--- src/rtl/riscv_pipe_pkg.sv ---
// Shared pipeline definitions for the RISC-V core front end.
//   XLEN             : datapath width
//   NOP_INST         : bubble instruction (addi x0,x0,0)
//   RESET_PC_DEFAULT : default first fetch address after reset
//   fetch_state_e    : instruction-fetch sequencer states
//   align_pc()       : clear the low two bits of a fetch target
package riscv_pipe_pkg;

    localparam int unsigned XLEN = 32;

    localparam logic [XLEN-1:0] NOP_INST         = 32'h0000_0013;
    localparam logic [XLEN-1:0] RESET_PC_DEFAULT = 32'h0000_0000;
    localparam logic [XLEN-1:0] PC_STEP          = 32'h0000_0004;

    // REQ: request outstanding-free, WAIT: awaiting response, KILL: awaiting a squashed response
    typedef enum logic [1:0] {
        REQ  = 2'd0,
        WAIT = 2'd1,
        KILL = 2'd2
    } fetch_state_e;

    // Fetch targets are word aligned; the low bits of a redirect are ignored.
    function automatic logic [XLEN-1:0] align_pc(input logic [XLEN-1:0] addr);
        return {addr[XLEN-1:2], 2'b00};
    endfunction

endpackage

--- src/rtl/if_skid_buffer.sv ---
// One-entry pc+instruction holding register used when the IF output slot is
// stalled while a fetch response arrives.
//   clk, nrst        : clock, synchronous active-low reset
//   flush_i          : discard the held entry (highest priority)
//   load_i           : capture pc_i/inst_i
//   drain_i          : entry moved downstream, mark empty
//   pc_i, inst_i     : entry to capture
//   valid_o, pc_o, inst_o : held entry
module if_skid_buffer
    import riscv_pipe_pkg::*;
(
    input  logic            clk,
    input  logic            nrst,
    input  logic            flush_i,
    input  logic            load_i,
    input  logic            drain_i,
    input  logic [XLEN-1:0] pc_i,
    input  logic [XLEN-1:0] inst_i,
    output logic            valid_o,
    output logic [XLEN-1:0] pc_o,
    output logic [XLEN-1:0] inst_o
);

    logic            valid_q;
    logic [XLEN-1:0] pc_q;
    logic [XLEN-1:0] inst_q;

    // Entry register: flush beats load beats drain
    always_ff @(posedge clk) begin
        if (!nrst) begin
            valid_q <= 1'b0;
            pc_q    <= '0;
            inst_q  <= NOP_INST;
        end else if (flush_i) begin
            valid_q <= 1'b0;
        end else if (load_i) begin
            valid_q <= 1'b1;
            pc_q    <= pc_i;
            inst_q  <= inst_i;
        end else if (drain_i) begin
            valid_q <= 1'b0;
        end
    end

    assign valid_o = valid_q;
    assign pc_o    = pc_q;
    assign inst_o  = inst_q;

endmodule

--- src/rtl/stage_if_fetch.sv ---
// Instruction-fetch stage: owns the PC, issues single-outstanding requests to
// instruction memory and drives the pc/instruction pair captured by IF/ID.
// Stall back-pressure is absorbed by a one-entry skid buffer; redirects squash
// in-flight and buffered fetches and present a NOP bubble.
//   clk, nrst              : clock, synchronous active-low reset
//   imem_req/imem_addr     : fetch request and address (addr = pc register)
//   imem_gnt               : request accepted
//   imem_rvalid/imem_rdata : fetch response
//   stall_i                : ID cannot accept, hold the output slot
//   redirect_i/redirect_pc_i : taken branch/jump target from EX
//   if_valid_o/if_pc_o/if_inst_o : output slot towards IF/ID
module stage_if_fetch
    import riscv_pipe_pkg::*;
#(
    parameter logic [31:0] RESET_PC = RESET_PC_DEFAULT
) (
    input  logic            clk,
    input  logic            nrst,
    output logic            imem_req,
    output logic [XLEN-1:0] imem_addr,
    input  logic            imem_gnt,
    input  logic            imem_rvalid,
    input  logic [XLEN-1:0] imem_rdata,
    input  logic            stall_i,
    input  logic            redirect_i,
    input  logic [XLEN-1:0] redirect_pc_i,
    output logic            if_valid_o,
    output logic [XLEN-1:0] if_pc_o,
    output logic [XLEN-1:0] if_inst_o
);

    fetch_state_e    state_q;
    logic [XLEN-1:0] pc_q;
    logic [XLEN-1:0] req_pc_q;
    logic            slot_valid_q;
    logic [XLEN-1:0] slot_pc_q;
    logic [XLEN-1:0] slot_inst_q;

    logic            sk_valid;
    logic [XLEN-1:0] sk_pc;
    logic [XLEN-1:0] sk_inst;

    logic            gnt_fire;
    logic            deliver;
    logic            slot_open;
    logic            slot_held;
    logic [XLEN-1:0] pc_inc_d;

    // No new request while the skid is occupied, so a response never lands on a full skid
    assign imem_req  = nrst && (state_q == REQ) && !sk_valid;
    assign imem_addr = pc_q;

    assign gnt_fire  = imem_req && imem_gnt;
    assign deliver   = (state_q == WAIT) && imem_rvalid && !redirect_i;
    assign slot_open = !slot_valid_q || !stall_i;
    assign slot_held = slot_valid_q && stall_i;
    assign pc_inc_d  = pc_q + PC_STEP;

    if_skid_buffer u_skid (
        .clk     (clk),
        .nrst    (nrst),
        .flush_i (redirect_i),
        .load_i  (deliver && slot_held),
        .drain_i (slot_open && sk_valid),
        .pc_i    (req_pc_q),
        .inst_i  (imem_rdata),
        .valid_o (sk_valid),
        .pc_o    (sk_pc),
        .inst_o  (sk_inst)
    );

    // Fetch sequencer, PC and output slot
    always_ff @(posedge clk) begin
        if (!nrst) begin
            state_q      <= REQ;
            pc_q         <= RESET_PC;
            req_pc_q     <= '0;
            slot_valid_q <= 1'b0;
            slot_pc_q    <= '0;
            slot_inst_q  <= NOP_INST;
        end else if (redirect_i) begin
            // Squash: bubble the slot and retarget; an accepted or pending
            // response still has to be absorbed in KILL before refetching.
            pc_q         <= align_pc(redirect_pc_i);
            slot_valid_q <= 1'b0;
            slot_inst_q  <= NOP_INST;
            unique case (state_q)
                REQ:     state_q <= gnt_fire    ? KILL : REQ;
                WAIT:    state_q <= imem_rvalid ? REQ  : KILL;
                KILL:    state_q <= imem_rvalid ? REQ  : KILL;
                default: state_q <= REQ;
            endcase
        end else begin
            unique case (state_q)
                REQ: begin
                    if (gnt_fire) begin
                        req_pc_q <= pc_q;
                        pc_q     <= pc_inc_d;
                        state_q  <= WAIT;
                    end
                end
                WAIT: begin
                    if (imem_rvalid) begin
                        state_q <= REQ;
                    end
                end
                KILL: begin
                    if (imem_rvalid) begin
                        state_q <= REQ;
                    end
                end
                default: state_q <= REQ;
            endcase

            // Skid content is older than any new response, so it refills the slot first
            if (slot_open) begin
                if (sk_valid) begin
                    slot_valid_q <= 1'b1;
                    slot_pc_q    <= sk_pc;
                    slot_inst_q  <= sk_inst;
                end else if (deliver) begin
                    slot_valid_q <= 1'b1;
                    slot_pc_q    <= req_pc_q;
                    slot_inst_q  <= imem_rdata;
                end else begin
                    slot_valid_q <= 1'b0;
                    slot_inst_q  <= NOP_INST;
                end
            end
        end
    end

    assign if_valid_o = slot_valid_q;
    assign if_pc_o    = slot_pc_q;
    assign if_inst_o  = slot_inst_q;

endmodule

--- config.mk ---
export PLATFORM = sky130hd
export DESIGN_NAME = stage_if_fetch
export DESIGN_NICKNAME = d
export VERILOG_FILES = /design/src/rtl/riscv_pipe_pkg.sv /design/src/rtl/if_skid_buffer.sv /design/src/rtl/stage_if_fetch.sv
export SDC_FILE = /design/constraint.sdc
export NUM_CORES = 1
export LEC_CHECK = 0
export BUFFER_PORTS_ARGS = -buffer_cell sky130_fd_sc_hd__buf_2
export CAP_MARGIN = 10
export CORE_ASPECT_RATIO = 2
export CORE_MARGIN = 1
export CORE_UTILIZATION = 40
export DETAILED_ROUTE_END_ITERATION = 8
export GPL_TIMING_DRIVEN = 0
export REMOVE_ABC_BUFFERS = 1
export SYNTH_ARGS = -nofsm -noshare
export SYNTH_HDL_FRONTEND = slang
export SYNTH_HIERARCHICAL = 1
export SYNTH_SLANG_ARGS = --single-unit
--- constraint.sdc ---
create_clock -name clk -period 1.94 [get_ports clk]
set_clock_uncertainty 0.05 [all_clocks]
set_input_delay 0.097 -clock clk [delete_from_list [all_inputs] [get_ports clk]]
set_output_delay 0.097 -clock clk [all_outputs]
set_load 0.02 [all_outputs]
==> metrics.txt <==
WL final roughly 23 mm; CP Capture Point imem_addr[24]$_SDFFE_PN0P_; Ant. Diodes 0; Setup WS pre-CTS -1.29 ns; share of cells above drive strength 1 0.225; CP Data Arrival Time 2.18 ns; Layout area overhead 30.2%; fmax approximately 530 MHz; Synth Flop Type dfxtp_1; sequential power share 0.493; Setup Crit Path Kind reg -> reg; largest family of logic cells by synthesized area simple AND/OR/NAND/NOR gates; setup ws final 0.0446 ns; Req. time, crit path 2.22 ns; total number of yosys warnings 6; initial DRC count 340; register area share after synthesis 0.447; Worst Max-Slew Pin Slew 0.666 ns; Clock Path Buffers 2; Synth Area in Compound Gates 0.129; vias in the first global route 7134; Fillers around 2000; total grt overflow 0; Peak VDD IR approximately 0.63 mV; row count 75; Post-Route Setup TNS 0 ns; synthesized flop and latch total 192; vias per cell 5.07; largest net degree at the start of global routing 83; PD cells 746 nW/um^2; Critical Path, Cell by Cell inv_1 > ha_2 > and4b_4 > nand4_4 > nor3_1 > xnor2_1 > a21oi_1; area of the die 22100 sq um; Synth cell types 44; H-tree levels 4; Switching Share 0.244; Synth Area in Adders 0.00582; Core Box Area 21000 sq um; period utilisation layout 0.977; end-of-flow core utilization 0.532; initial core utilization 0.409; P_sw 2.04 mW; Cells after Synth 985; max-cap violations 0; wire per inst 15.7 um; internal reg-to-reg setup slack 0.04 ns; critical path's slowest cell and4b_4; DRC 0; PortBufs roughly 160; Placed Instances 1359; IO Count approximately 170; Crit Path Max Fanout 7; Hold Path Cell Cnt 2; Final Max Tran Viols 0; antenna viol nets, final 0; Sink Count 192; first-pass GRT wire length 36.0 mm; Final Non-Filler Cells approximately 1500; minimum clock period 1.90 ns; Crit Reg-Reg Endpoint imem_addr[24]$_SDFFE_PN0P_; Mean Syn Cell Area between 8 and 9 sq um; Worst Setup SP state_q[1]$_SDFFE_PN0P_; Post-Synth XOR/XNOR Area 0.0296; Internal Pwr Total 6.30 mW; DR pass1 iterations 5; Worst setup SP type flop; die span in y 209 um; Overall Global Routing Usage 0.209; vias ~7500; FF-to-FF Start state_q[1]$_SDFFE_PN0P_; final hold viol count 0; Post-Synth Simple-Gate Area 0.224; mux cell area share after synthesis 0.106; reg2reg path depth 7; Worst-path clk slew 0.07 ns; CTS tree yes; initial antenna violation count 0; DP HPWL 14.6 mm; Post-synth EDFFs 0; headroom to the max-slew limit 0.556; RSZ-0062 raised after global routing yes; Gate power share 0.085; Die X-Extent between 100 and 150 um; Min-Delay Path Class in -> reg; status complete, no violations; TritonCTS buffer count 17; CP peak stage delay 0.33 ns; Leak about 4.5 nW; CP Capture Type flop; GP Congestion 0.757; Post-synth ARST share 0; # setup viols final 0; clk_lat worst skew 0.45 ns; clock share of power 0.422; cell area after synthesis ~8600 sq um; fin nets 1267; Root Driver clkbuf_16
[cell usage after synthesis, drive strengths merged (2+ instances only)]
cell type,n,share of area
nand2,304,0.13
dfxtp,192,0.45
mux2i,91,0.11
nand3,46,0.027
clkbuf,44,0.019
o21ai,34,0.020
buf,33,0.033
o211a,32,0.037
a21boi,30,0.026
a31oi,29,0.021
a21oi,28,0.016
xnor2,24,0.024
nor3,15,0.0087
inv,11,0.0048
nor2b,9,0.0074
nand4,7,0.014
nor2,7,0.0031
nor4,7,0.012
and2,5,0.0036
xor2,5,0.0051
and4,4,0.0045
ha,4,0.0058
nand2b,4,0.0029
and3,3,0.0022
nand3b,3,0.0026
o211ai,3,0.0026
o311ai,3,0.0031
a32oi,2,0.0020
[worst min-delay path by stage]
stage	from	end
after floorplan	nrst	u_skid/inst_o[0]$_SDFFE_PN1P_
after global placement	redirect_pc_i[2]	imem_addr[2]$_SDFFE_PN0P_
after detailed placement	redirect_pc_i[2]	imem_addr[2]$_SDFFE_PN0P_
after CTS	nrst	u_skid/inst_o[4]$_SDFFE_PN1P_
after global routing	nrst	u_skid/inst_o[0]$_SDFFE_PN1P_
final	nrst	if_pc_o[5]$_SDFFE_PN0P_
[power groups by stage]
| stage | sequential (mW) | combinational, mW | clock (mW) |
|---|---|---|---|
| 6_report | 4.11 | 0.712 | 3.52 |
| 5_1_grt | 4.12 | 0.775 | 3.78 |
| 3_5_place_dp | 4.20 | 0.585 | 0 |
| 2_1_floorplan | 4.24 | 0.215 | 0 |
| 4_1_cts | 4.11 | 0.698 | 3.62 |
| 3_3_place_gp | 4.20 | 0.559 | 0 |
[layout by cell type, fill, tap and decap left out, types with 4 or more instances in the layout]
master         Yosys  layout
inv_1             11      11
nor4_2             5       5
clkbuf_16          0      19
nand4_4            5       5
xor2_1             5       5
a21oi_1           28      27
conb_1             1       4
buf_16             0       5
buf_4              4      15
xnor2_1           24      24
o211a_1           32      32
buf_2             20     162
nand2_1          304     302
o21ai_0           29      29
nor3_1            15       5
nor2_1             7       5
clkinv_2           0       4
dlygate4sd3_1      0      63
a21boi_0          30      30
nand3_1           46      44
dfxtp_1          192     190
and2_1             5       4
nor3_2             0       6
buf_6              1       7
a31oi_1           29      29
nor2b_1            8       8
clkbuf_8           0       6
nor3_4             0       4
buf_12             7       6
mux2i_1           91      91
o21ai_1            5       5
nand2b_1           4       4
[sequential cells by signal, indices dropped and copies added, names as in the netlist]
signal	count
if_inst_o	32
if_pc_o	32
if_valid_o	1
imem_addr	30
req_pc_q	30
state_q	2
u_skid/inst_o	32
u_skid/pc_o	32
u_skid/valid_o	1
[stage by stage]
stage               total power [mW]  hold slack, ns  area, sq um
finish                          8.34          0.0327        11200
global route                    8.67          0.0418        11200
CTS                             8.43         0.00908        10900
detailed placement              4.78           0.281         9630
global placement                4.76           0.274         9310
floorplan                       4.45           0.136         8150
[per-layer routing]
layer / GRT usage / part of all wire / up-vias
met2: 0.389 / 0.53 / 164
li1: - / - / 3767
met1: 0.225 / 0.41 / 3515
met3: 0.0413 / 0.033 / 37
met5: 0 / 0 / -
met4: 0.0896 / 0.029 / 0
[critical path, delay by kind of cell (launching register included)]
| family | cells | cell delay (ns) |
|---|---|---|
| xor+xnor | 1 | 0.15 |
| flops | 1 | 0.31 |
| buf+inv | 1 | 0.09 |
| compound gates | 1 | 0.08 |
| fa+ha+maj | 1 | 0.22 |
| simple gates | 3 | 0.87 |
[cell type report]
cell class | count | area (sq um) | share of cell area
Multi-Input combinational cell | 709 | 4410 | 0.394
Sequential cell | 192 | 3850 | 0.344
Inverter | 12 | 46.3 | 0.00414
Clock buffer | 24 | 512 | 0.0457
Timing Repair Buffer | 261 | 1960 | 0.175
Tap cell | 269 | 337 | 0.0301
Clock inverter | 8 | 77.6 | 0.00694
[logic make-up after synthesis]
logic type | count (synthesis)
AOI/OAI and AO/OA | 162
and+or+nand+nor | 417
xor gates and xnor gates | 29
muxes | 91
adders and majority gates | 4
DFF | 192
other | 1
buffers and inverters | 89
[what timing repair did]
item	4_1_cts	5_1_grt
pin swaps	5	10
setup buffers	8	10
gates cloned	1	3
endpoints found under the hold margin	94	1
hold buffers	62	1
resized for setup	13	16
setup endpoints to repair	141	107
Power figures use the tool's default switching activity.
